## src/rtl/seg7_pkg.sv

```systemverilog
// seg7_pkg: shared types and constants for the seven-segment scan driver.
// Segment vectors are active-low, bit0=a ... bit6=g.
package seg7_pkg;

   typedef logic [6:0] seg_t;

   localparam int   MAX_DIGITS = 8;
   localparam seg_t SEG_BLANK  = 7'b1111111;

   localparam seg_t HEX_SEG [16] = '{
      7'b1000000, 7'b1111001, 7'b0100100, 7'b0110000,
      7'b0011001, 7'b0010010, 7'b0000010, 7'b1111000,
      7'b0000000, 7'b0011000, 7'b0001000, 7'b0000011,
      7'b1000110, 7'b0100001, 7'b0000110, 7'b0001110
   };

   // Mask of leading-zero digits, scanning from digit n-1 downward.
   // Digit 0 is never part of the mask.
   function automatic logic [MAX_DIGITS-1:0] lz_mask(
      input logic [4*MAX_DIGITS-1:0] v,
      input int                      n
   );
      logic run;
      run     = 1'b1;
      lz_mask = '0;
      for (int k = MAX_DIGITS-1; k >= 1; k--) begin
         if (k < n) begin
            run        = run & (v[4*k +: 4] == 4'h0);
            lz_mask[k] = run;
         end
      end
   endfunction

endpackage

```

## src/rtl/seg7_hex_decode.sv

```systemverilog
// seg7_hex_decode: nibble to active-low segment pattern.
// Pure lookup into the shared table; one instance serves all digits.
module seg7_hex_decode
   import seg7_pkg::*;
(
   input  logic [3:0] nib,
   output seg_t       seg
);

   // Table lookup on the currently selected nibble.
   always_comb begin
      seg = HEX_SEG[nib];
   end

endmodule

```

## src/rtl/seg7_scan_driver.sv

```systemverilog
// seg7_scan_driver: double-buffered multiplexed 7-seg driver.
// Define SEG7_LZ_SUPPRESS_EN to blank leading zero digits.
module seg7_scan_driver
   import seg7_pkg::*;
#(
   parameter int DIGITS   = 4,
   parameter int PRESCALE = 50000
) (
   input  logic                  clk,
   input  logic                  resetN,
   input  logic [4*DIGITS-1:0]   value,
   input  logic [DIGITS-1:0]     blank,
   input  logic [DIGITS-1:0]     dp,
   input  logic                  load,
   output seg_t                  seg_n,
   output logic                  dp_n,
   output logic [DIGITS-1:0]     an_n,
   output logic                  frame_tick
);

   localparam int PW = (PRESCALE > 1) ? $clog2(PRESCALE) : 1;
   localparam int IW = (DIGITS > 1) ? $clog2(DIGITS) : 1;

   localparam logic [PW-1:0] PMAX = PW'(PRESCALE - 1);
   localparam logic [IW-1:0] IMAX = IW'(DIGITS - 1);

   logic [PW-1:0]         presc;
   logic [IW-1:0]         idx;
   logic [IW-1:0]         idx_nxt;
   logic                  wrap;
   logic                  commit;

   logic [4*DIGITS-1:0]   sh_val;
   logic [DIGITS-1:0]     sh_blank;
   logic [DIGITS-1:0]     sh_dp;

   logic [4*DIGITS-1:0]   act_val;
   logic [DIGITS-1:0]     act_blank;
   logic [DIGITS-1:0]     act_dp;

   logic [4*DIGITS-1:0]   nxt_val;
   logic [DIGITS-1:0]     nxt_blank;
   logic [DIGITS-1:0]     nxt_dp;

   logic [3:0]            nib;
   seg_t                  dec_seg;
   logic                  sup;
   logic                  dark;
   logic                  dp_on;
   logic [DIGITS-1:0]     one_hot;

`ifdef SEG7_LZ_SUPPRESS_EN
   logic [MAX_DIGITS-1:0] lzm;
`endif

   // Scan position and the frame-boundary commit strobe.
   always_comb begin
      wrap    = (presc == PMAX);
      commit  = wrap && (idx == IMAX);
      idx_nxt = idx;
      if (wrap) begin
         if (idx == IMAX)
            idx_nxt = '0;
         else
            idx_nxt = idx + IW'(1);
      end
   end

   // Outputs are built from the post-edge view of the active buffer,
   // so the first digit of a new frame already shows committed data.
   always_comb begin
      nxt_val   = act_val;
      nxt_blank = act_blank;
      nxt_dp    = act_dp;
      if (commit) begin
         nxt_val   = sh_val;
         nxt_blank = sh_blank;
         nxt_dp    = sh_dp;
      end
   end

   // Select the nibble and per-digit controls for the next digit.
   always_comb begin
      nib          = nxt_val[{idx_nxt, 2'b00} +: 4];
      one_hot      = '0;
      one_hot[idx_nxt] = 1'b1;
`ifdef SEG7_LZ_SUPPRESS_EN
      lzm          = lz_mask((4*MAX_DIGITS)'(nxt_val), DIGITS);
      sup          = lzm[idx_nxt];
`else
      sup          = 1'b0;
`endif
      dark         = nxt_blank[idx_nxt] | sup;
      dp_on        = nxt_dp[idx_nxt] & ~nxt_blank[idx_nxt];
   end

   seg7_hex_decode u_dec (
      .nib (nib),
      .seg (dec_seg)
   );

   // Prescaler and digit index.
   always_ff @(posedge clk or negedge resetN) begin
      if (!resetN) begin
         presc <= '0;
         idx   <= '0;
      end else begin
         presc <= wrap ? '0 : presc + PW'(1);
         idx   <= idx_nxt;
      end
   end

   // Shadow buffer captures host writes; last load in a frame wins.
   always_ff @(posedge clk or negedge resetN) begin
      if (!resetN) begin
         sh_val   <= '0;
         sh_blank <= '0;
         sh_dp    <= '0;
      end else if (load) begin
         sh_val   <= value;
         sh_blank <= blank;
         sh_dp    <= dp;
      end
   end

   // Active buffer takes the shadow only at the frame boundary.
   always_ff @(posedge clk or negedge resetN) begin
      if (!resetN) begin
         act_val   <= '0;
         act_blank <= '0;
         act_dp    <= '0;
      end else begin
         act_val   <= nxt_val;
         act_blank <= nxt_blank;
         act_dp    <= nxt_dp;
      end
   end

   // Registered pin drivers, updated on the same edge as idx.
   always_ff @(posedge clk or negedge resetN) begin
      if (!resetN) begin
         seg_n      <= SEG_BLANK;
         dp_n       <= 1'b1;
         an_n       <= '1;
         frame_tick <= 1'b0;
      end else begin
         seg_n      <= dark ? SEG_BLANK : dec_seg;
         dp_n       <= ~dp_on;
         an_n       <= ~one_hot;
         frame_tick <= commit;
      end
   end

endmodule

```

## config.mk

```make
export PLATFORM = sky130hd
export DESIGN_NAME = seg7_scan_driver
export DESIGN_NICKNAME = d
export VERILOG_FILES = /design/src/rtl/seg7_pkg.sv /design/src/rtl/seg7_hex_decode.sv /design/src/rtl/seg7_scan_driver.sv
export SDC_FILE = /design/constraint.sdc
export NUM_CORES = 1
export LEC_CHECK = 0
export ABC_AREA = 1
export CAP_MARGIN = 5
export CORE_AREA = 2 2 93 95
export CTS_CLUSTER_DIAMETER = 200
export CTS_CLUSTER_SIZE = 40
export DETAILED_ROUTE_END_ITERATION = 7
export DIE_AREA = 0 0 95 97
export PLACE_DENSITY = 0.76
export SYNTH_ARGS = -nofsm -noshare
export SYNTH_HDL_FRONTEND = slang
export SYNTH_HIERARCHICAL = 1
export SYNTH_SLANG_ARGS = --single-unit
```

## constraint.sdc

```tcl
create_clock -name clk -period 3.35 [get_ports clk]
set_input_delay 0.5025 -clock clk [delete_from_list [all_inputs] [get_ports clk]]
set_output_delay 0.5025 -clock clk [all_outputs]
set_load 0.005 [all_outputs]
```

======== Word level (Yosys, flattened, before mapping) ========
Memory sizes are Yosys's and may differ from the RTL's.
Index checks and enable logic that the tools add are counted.
storage, ports and cells
  flip-flop bits (word level) ............. 79
  latch bits .............................. 0
  bits in writable memories ............... 0
  memory bits (read-only) ................. 112
  input bits .............................. 27
  output and inout port bits .............. 13
  word-level logic and storage cells ...... 43
  memories kept ........................... 1
operators by class
  $add $sub $neg .......................... 2
  multipliers ............................. 0
  divide/modulo/power cells ............... 0
  $lt $le $gt $ge ......................... 3
  equal/unequal tests ..................... 2
  shifts and indexed selects .............. 1
  multiplexer cells ....................... 15
  bitwise operators ....................... 5
  reduce and logical (&&, ||, !) cells .... 2
memories
  memory            depth  bits a word  rd ports  clocked after Yosys merged registers in  write ports  RTL line               source
  (name not given)  16     7            1         0                                        0            seg7_hex_decode.sv:12  seg = HEX_SEG[nib];
operators with widths
  kind                                                                                  count
  16-bit 2-to-1 mux                                                                     2
  7-bit 2-to-1 mux                                                                      3
  16-bit by 1-bit adder with 16-bit output (second input constant)                      1
  16-bit equality test (second input constant)                                          1
  16-bit by 5-bit variable part select with 4-bit output                                1
  4-bit 2-to-1 mux                                                                      2
  5-bit greater-or-equal comparator (second input constant)                             1
  4-bit NOT with 5-bit output                                                           1
  1-bit binary-select mux with 2-bit select                                             2
  2-bit 2-to-1 mux                                                                      2
  4-bit NOT                                                                             1
  2-bit by 3-bit < comparator with 1-bit output (second input constant)                 1
  1-bit 2-to-1 mux                                                                      3
  2-bit by 1-bit adder with 2-bit output (second input constant)                        1
  1-bit demux with 2-bit select                                                         1
  2-bit equality test (second input constant)                                           1
  2-bit by 1-bit greater-or-equal comparator with 1-bit output (second input constant)  1
  1-bit logical AND                                                                     2
  1-bit NOT                                                                             2
  1-bit AND                                                                             1

======== Logic depth before layout (Yosys ltp) ========
Gate-level depths: netlist of run 1.
  depth in word-level cells ............... 9
  mapped depth ............................ 20
  depth with buffers taken out ............ 20

======== By module ========
Netlist of run 1, hierarchy kept.
by module, submodules not included
  module            times used  cells an instance  area each (µm²)  seq. area each (µm²)
  seg7_scan_driver  1           385                3648.5           1991.9
  seg7_hex_decode   1           53                 315.3            0.0

======== Worst setup path after synthesis of run 1 ========
No wires, ideal clock.
  path kind ............................... flip-flop to flip-flop
  start point ............................. reg presc[0]
  end point ............................... reg seg_n[3]
  arrival ................................. 2.402 ns
  required time ........................... 3.269 ns
  slack ................................... 0.867 ns
  stages on the path, launching flop included .. 20
  buffers on the path ..................... 1
  period minus slack after synthesis ...... 2.483 ns
  cells stage by stage .................... dfrtp_1 -> ha_1 -> nand3_4 -> nor2_4 -> nand3_4 -> buf_2 -> nand2_1 -> o211ai_1 -> nand2_1 -> nand2_1 -> nand2_1 -> inv_1 -> ha_1 -> inv_1 -> nand2_1 -> nand2_1 -> nand2_1 -> nand2_1 -> inv_1 -> nand2_2
between the ends
  cells in the longest elaborated chain, start to end .. 9
ends and longest elaborated chain
  what                                                        RTL line                 source
  from (decl)                                                 seg7_scan_driver.sv:27   logic [PW-1:0] presc;
  from (signal assigned)                                      seg7_scan_driver.sv:108  presc <= wrap ? '0 : presc + PW'(1);
  16-bit equality test (*)                                    seg7_scan_driver.sv:58   wrap = (presc == PMAX);
  1-bit logical AND                                           seg7_scan_driver.sv:59   commit = wrap && (idx == IMAX);
  16-bit 2-to-1 mux                                           seg7_scan_driver.sv:75   if (commit) begin
  16-bit by 5-bit variable part select with 4-bit output (*)  seg7_scan_driver.sv:84   nib = nxt_val[{idx_nxt, 2'b00} +: 4];
  net nib[0]                                                  seg7_scan_driver.sv:45   logic [3:0] nib;
  4-bit NOT with 5-bit output (not written as such) (*)       seg7_hex_decode.sv:12
  memory 16 x 7 bit (*)                                       n/a
  7-bit 2-to-1 mux (not written as such) (*) (2 in a row)     seg7_hex_decode.sv:12
  net dec_seg[3]                                              seg7_scan_driver.sv:46   seg_t dec_seg;
  7-bit 2-to-1 mux (*)                                        seg7_scan_driver.sv:147  seg_n <= dark ? SEG_BLANK : dec_seg;
  to (signal assigned)                                        seg7_scan_driver.sv:147
  to (decl)                                                   seg7_scan_driver.sv:15   output seg_t seg_n,
Mark *: on every way through the listed nets, which the timed path passes. The rest lies on a longest branch. The select of a mux whose other input is x is not followed.
A chain may end at the register's enable or synchronous reset.

======== Final worst setup path of run 1 ========
Same ends and word-level chain as after synthesis.

==> impl_metrics.toml, run 1 <==
[status]
status = "complete, no violations"

[timing]
tns_ps = 0
period_needed_ps = 2885
worstMarginPinSlew_ps = 961.8
fmax_mhz = 346.6
maxSlewHeadroom_pct = 35.88
grt_setup_unrepaired = "false"
final_hold_viol_count = 0
fin_ws_ps = 465.2
slew_violations = 0
setup_viol = 0
post-route-period-util_pct = 86.11
finClkSkew_ps = 9.468

[logic_synthesis]
synth_edf_count = 0
syn_area_per_cell_um2 = 9.050
synth_largest_area_cell = "dfrtp_1"
seq_area_frac_synth_pct = 50.25
synth.distinct_cells = 33
yosys_warnings = 6
yosys_register_bits = 79
yosysMostFrequentCell = "nand2_1"
synthesis.nets = 473
synthesis.instances = 438
synth_common_cells = "107 x nand2_1, 67 x dfrtp_1, 64 x inv_1, 24 x o21ai_0, 22 x nand2_2"
synth_area_um2 = 3964
synthTopCellsByArea = "dfrtp_1 42%, nand2_1 10%, dfstp_2 8.0%"
synth_ff_type = "dfrtp_1"
netlist.area_leader.share_pct = 42.30
async_reset_ff_share_pct = 100.0

[floorplanning]
num_rows = 33
ios = 40
core_area_um2 = 8134
die_w_um = 95
dieArea_um2 = 9215
start_util_pct = 48.73
die_h_um = 97

[clock_network]
clkSinkCount = 79
numCtsBuffers = 9
cts_max_level = 3
clk-insertion-delay-late_ps = 350
post_cts_resized = 0
cts_root_buf = "clkbuf_8"
cts_setup_buffers = 0
cts_hold_buf = 0
path_clk_slew_ps = 90
cts_tree = "done"
cts_buffer_depth = 2

[grt]
grt_pass1_vias = 2764
antenna_found_initial = 0
globalRouteMet3Util_pct = 3.816
grt_usage_pct = 17.39
grt_busiest_layer = "met2"
grt_max_degree = 80
use_met1_pct = 24.36
grt_pass1_wl_mm = 12.63
globalRouteOverflowTotal = 0
use_met2_pct = 26.40

[critical_path]
cp_max_fo = 28
worstSetupPathType = "reg -> reg"
cpPeakStageDelay_ps = 380
end_kind = "register"
critPathArrivalTime_ps = 3190
critical_path.cell_chain = "ha_1, nand3_4, nor2_4, nand3_4, nand2_1, o211ai_1, nand2_1, nand2_1, nand2_1, inv_1, ha_1, inv_1, nand2_1, nand2_1, nand2_1, nand2_1, inv_1, nand2_2"
cp.required_ps = 3650
crit_top_cell = "nand2_1"
startpoint_type = "register"
path_buf_inv = 3
slowest_stage = "dfrtp_1"
path_delay_family = "simple AND/OR/NAND/NOR gates"
rrSetupSlack_ps = 470

[routing]
drc = 0
antenna_left = 0
viasPerCell = 4.856
first_pass_iters = 4
vias = 2860
drt_iter0_markers = 114
wirelength_mm = 7.097
routedWlPerCell_um = 12.05

[flow_run]
maxCapViolCount = 0

[power]
combPwrFrac_pct = 5.2
leakagePower_nw = 2.238
ir_drop_mv = 0.2331
p_int_mw = 1.301
power.density_nw_per_um2 = 374.3
p_sw_share_pct = 24.57
seq_power_share_pct = 57.6
power_switching_uw = 423.9
clockPowerShare_pct = 37.3

[cells_and_area]
nFillCells = 699
regArea_um2 = 1992
multi_input_area_um2 = 1639
diodes = 0
final_nets = 514
layout-drive-gt1-share_pct = 18.60
stdcell_count = 589
area_growth_pct = 16.29

[place]
port_buffers = 39
place_inst = 573
dp_hpwl_mm = 5.153
routabilityCongestion = 0.8396
pre_cts_ws_ps = 486.5

[min_path]
hp-class = "in -> async"
## state kept, by name, indices dropped and copies added, names as in the netlist
register	cells
sh_dp	4
sh_val	16
idx	2
seg_n	7
act_dp	4
frame_tick	1
act_val	16
sh_blank	4
dp_n	1
act_blank	4
an_n	4
presc	16
## area by class of cell
cell class / count / share of cell area, %
Clock buffer: 9 / 2.687
Clock inverter: 7 / 1.221
Inverter: 68 / 5.727
Multi-Input combinational cell: 280 / 35.56
Sequential cell: 79 / 43.21
Tap cell: 105 / 2.850
Timing Repair Buffer: 41 / 8.740
## placed cells by master (no fill, tap or decap), drive strengths merged, types with 9 or more instances in the layout
cell and count:
nand2 133, inv 69, dfrtp 67, clkdlybuf4s50 38, o21ai 32, nor2 31
nand3 22, dfstp 12, o21a 10, mux2 10, clkbuf 9
## logic make-up after synthesis
group / after synthesis / share of synthesized area, %
compound gates: 51 / 7.418
simple gates: 206 / 27.46
xor+xnor: 5 / 1.105
flops: 79 / 50.25
mux: 10 / 2.841
fa+ha+maj: 8 / 2.525
buf+inv: 79 / 8.396
## final timing paths
check	startpoint	endpoint	cells past startpoint
worst min-delay path	resetN	presc[5]	1
worst max-delay path	presc[0]	seg_n[3]	18
worst min register to register	presc[0]	presc[0]	1
min in group clk	presc[0]	presc[0]	1
worst max register to register	presc[0]	seg_n[3]	18
max in group asynchronous	resetN	presc[15]	1
## power by group through the flow
stage	Combinational, mW	Clock [mW]	Sequential [mW]
3_3_place_gp	0.0883	0	1.01
4_1_cts	0.0921	0.663	0.994
6_report	0.0889	0.643	0.994
2_1_floorplan	0.0334	0	1.01
3_5_place_dp	0.0920	0	1.01
5_1_grt	0.103	0.703	0.996
## through the flow
| step | util, % | instance area (µm²) | hold WS [ps] | total power, mW |
|---|---|---|---|---|
| after floorplan | - | 3964 | 206.9 | 1.041 |
| after global placement | 54.45 | 4429 | 442.1 | 1.100 |
| after detailed placement | 54.45 | 4429 | 453.6 | 1.104 |
| after CTS | 56.67 | 4609 | 328.3 | 1.749 |
| after global routing | 56.67 | 4609 | 361.6 | 1.802 |
| final | 56.67 | 4609 | 288.8 | 1.725 |
## routing by layer
layer	wire length, µm	vias up
li1	-	1456
met1	3454	1338
met2	3225	55
met3	294	11
met4	123	0
met5	0	-
Power figures use the tool's default switching activity.
==> inputs of run 2 (changes only) <==
--- a/config.mk
+++ b/config.mk
@@ -13,6 +13,7 @@
 export DETAILED_ROUTE_END_ITERATION = 7
 export DIE_AREA = 0 0 95 97
 export PLACE_DENSITY = 0.76
+export SKIP_CTS_REPAIR_TIMING = 1
 export SYNTH_ARGS = -nofsm -noshare
 export SYNTH_HDL_FRONTEND = slang
 export SYNTH_HIERARCHICAL = 1
==> results of run 2 <==
No change in the layout: final DEF, timing and power equal those of run 1.
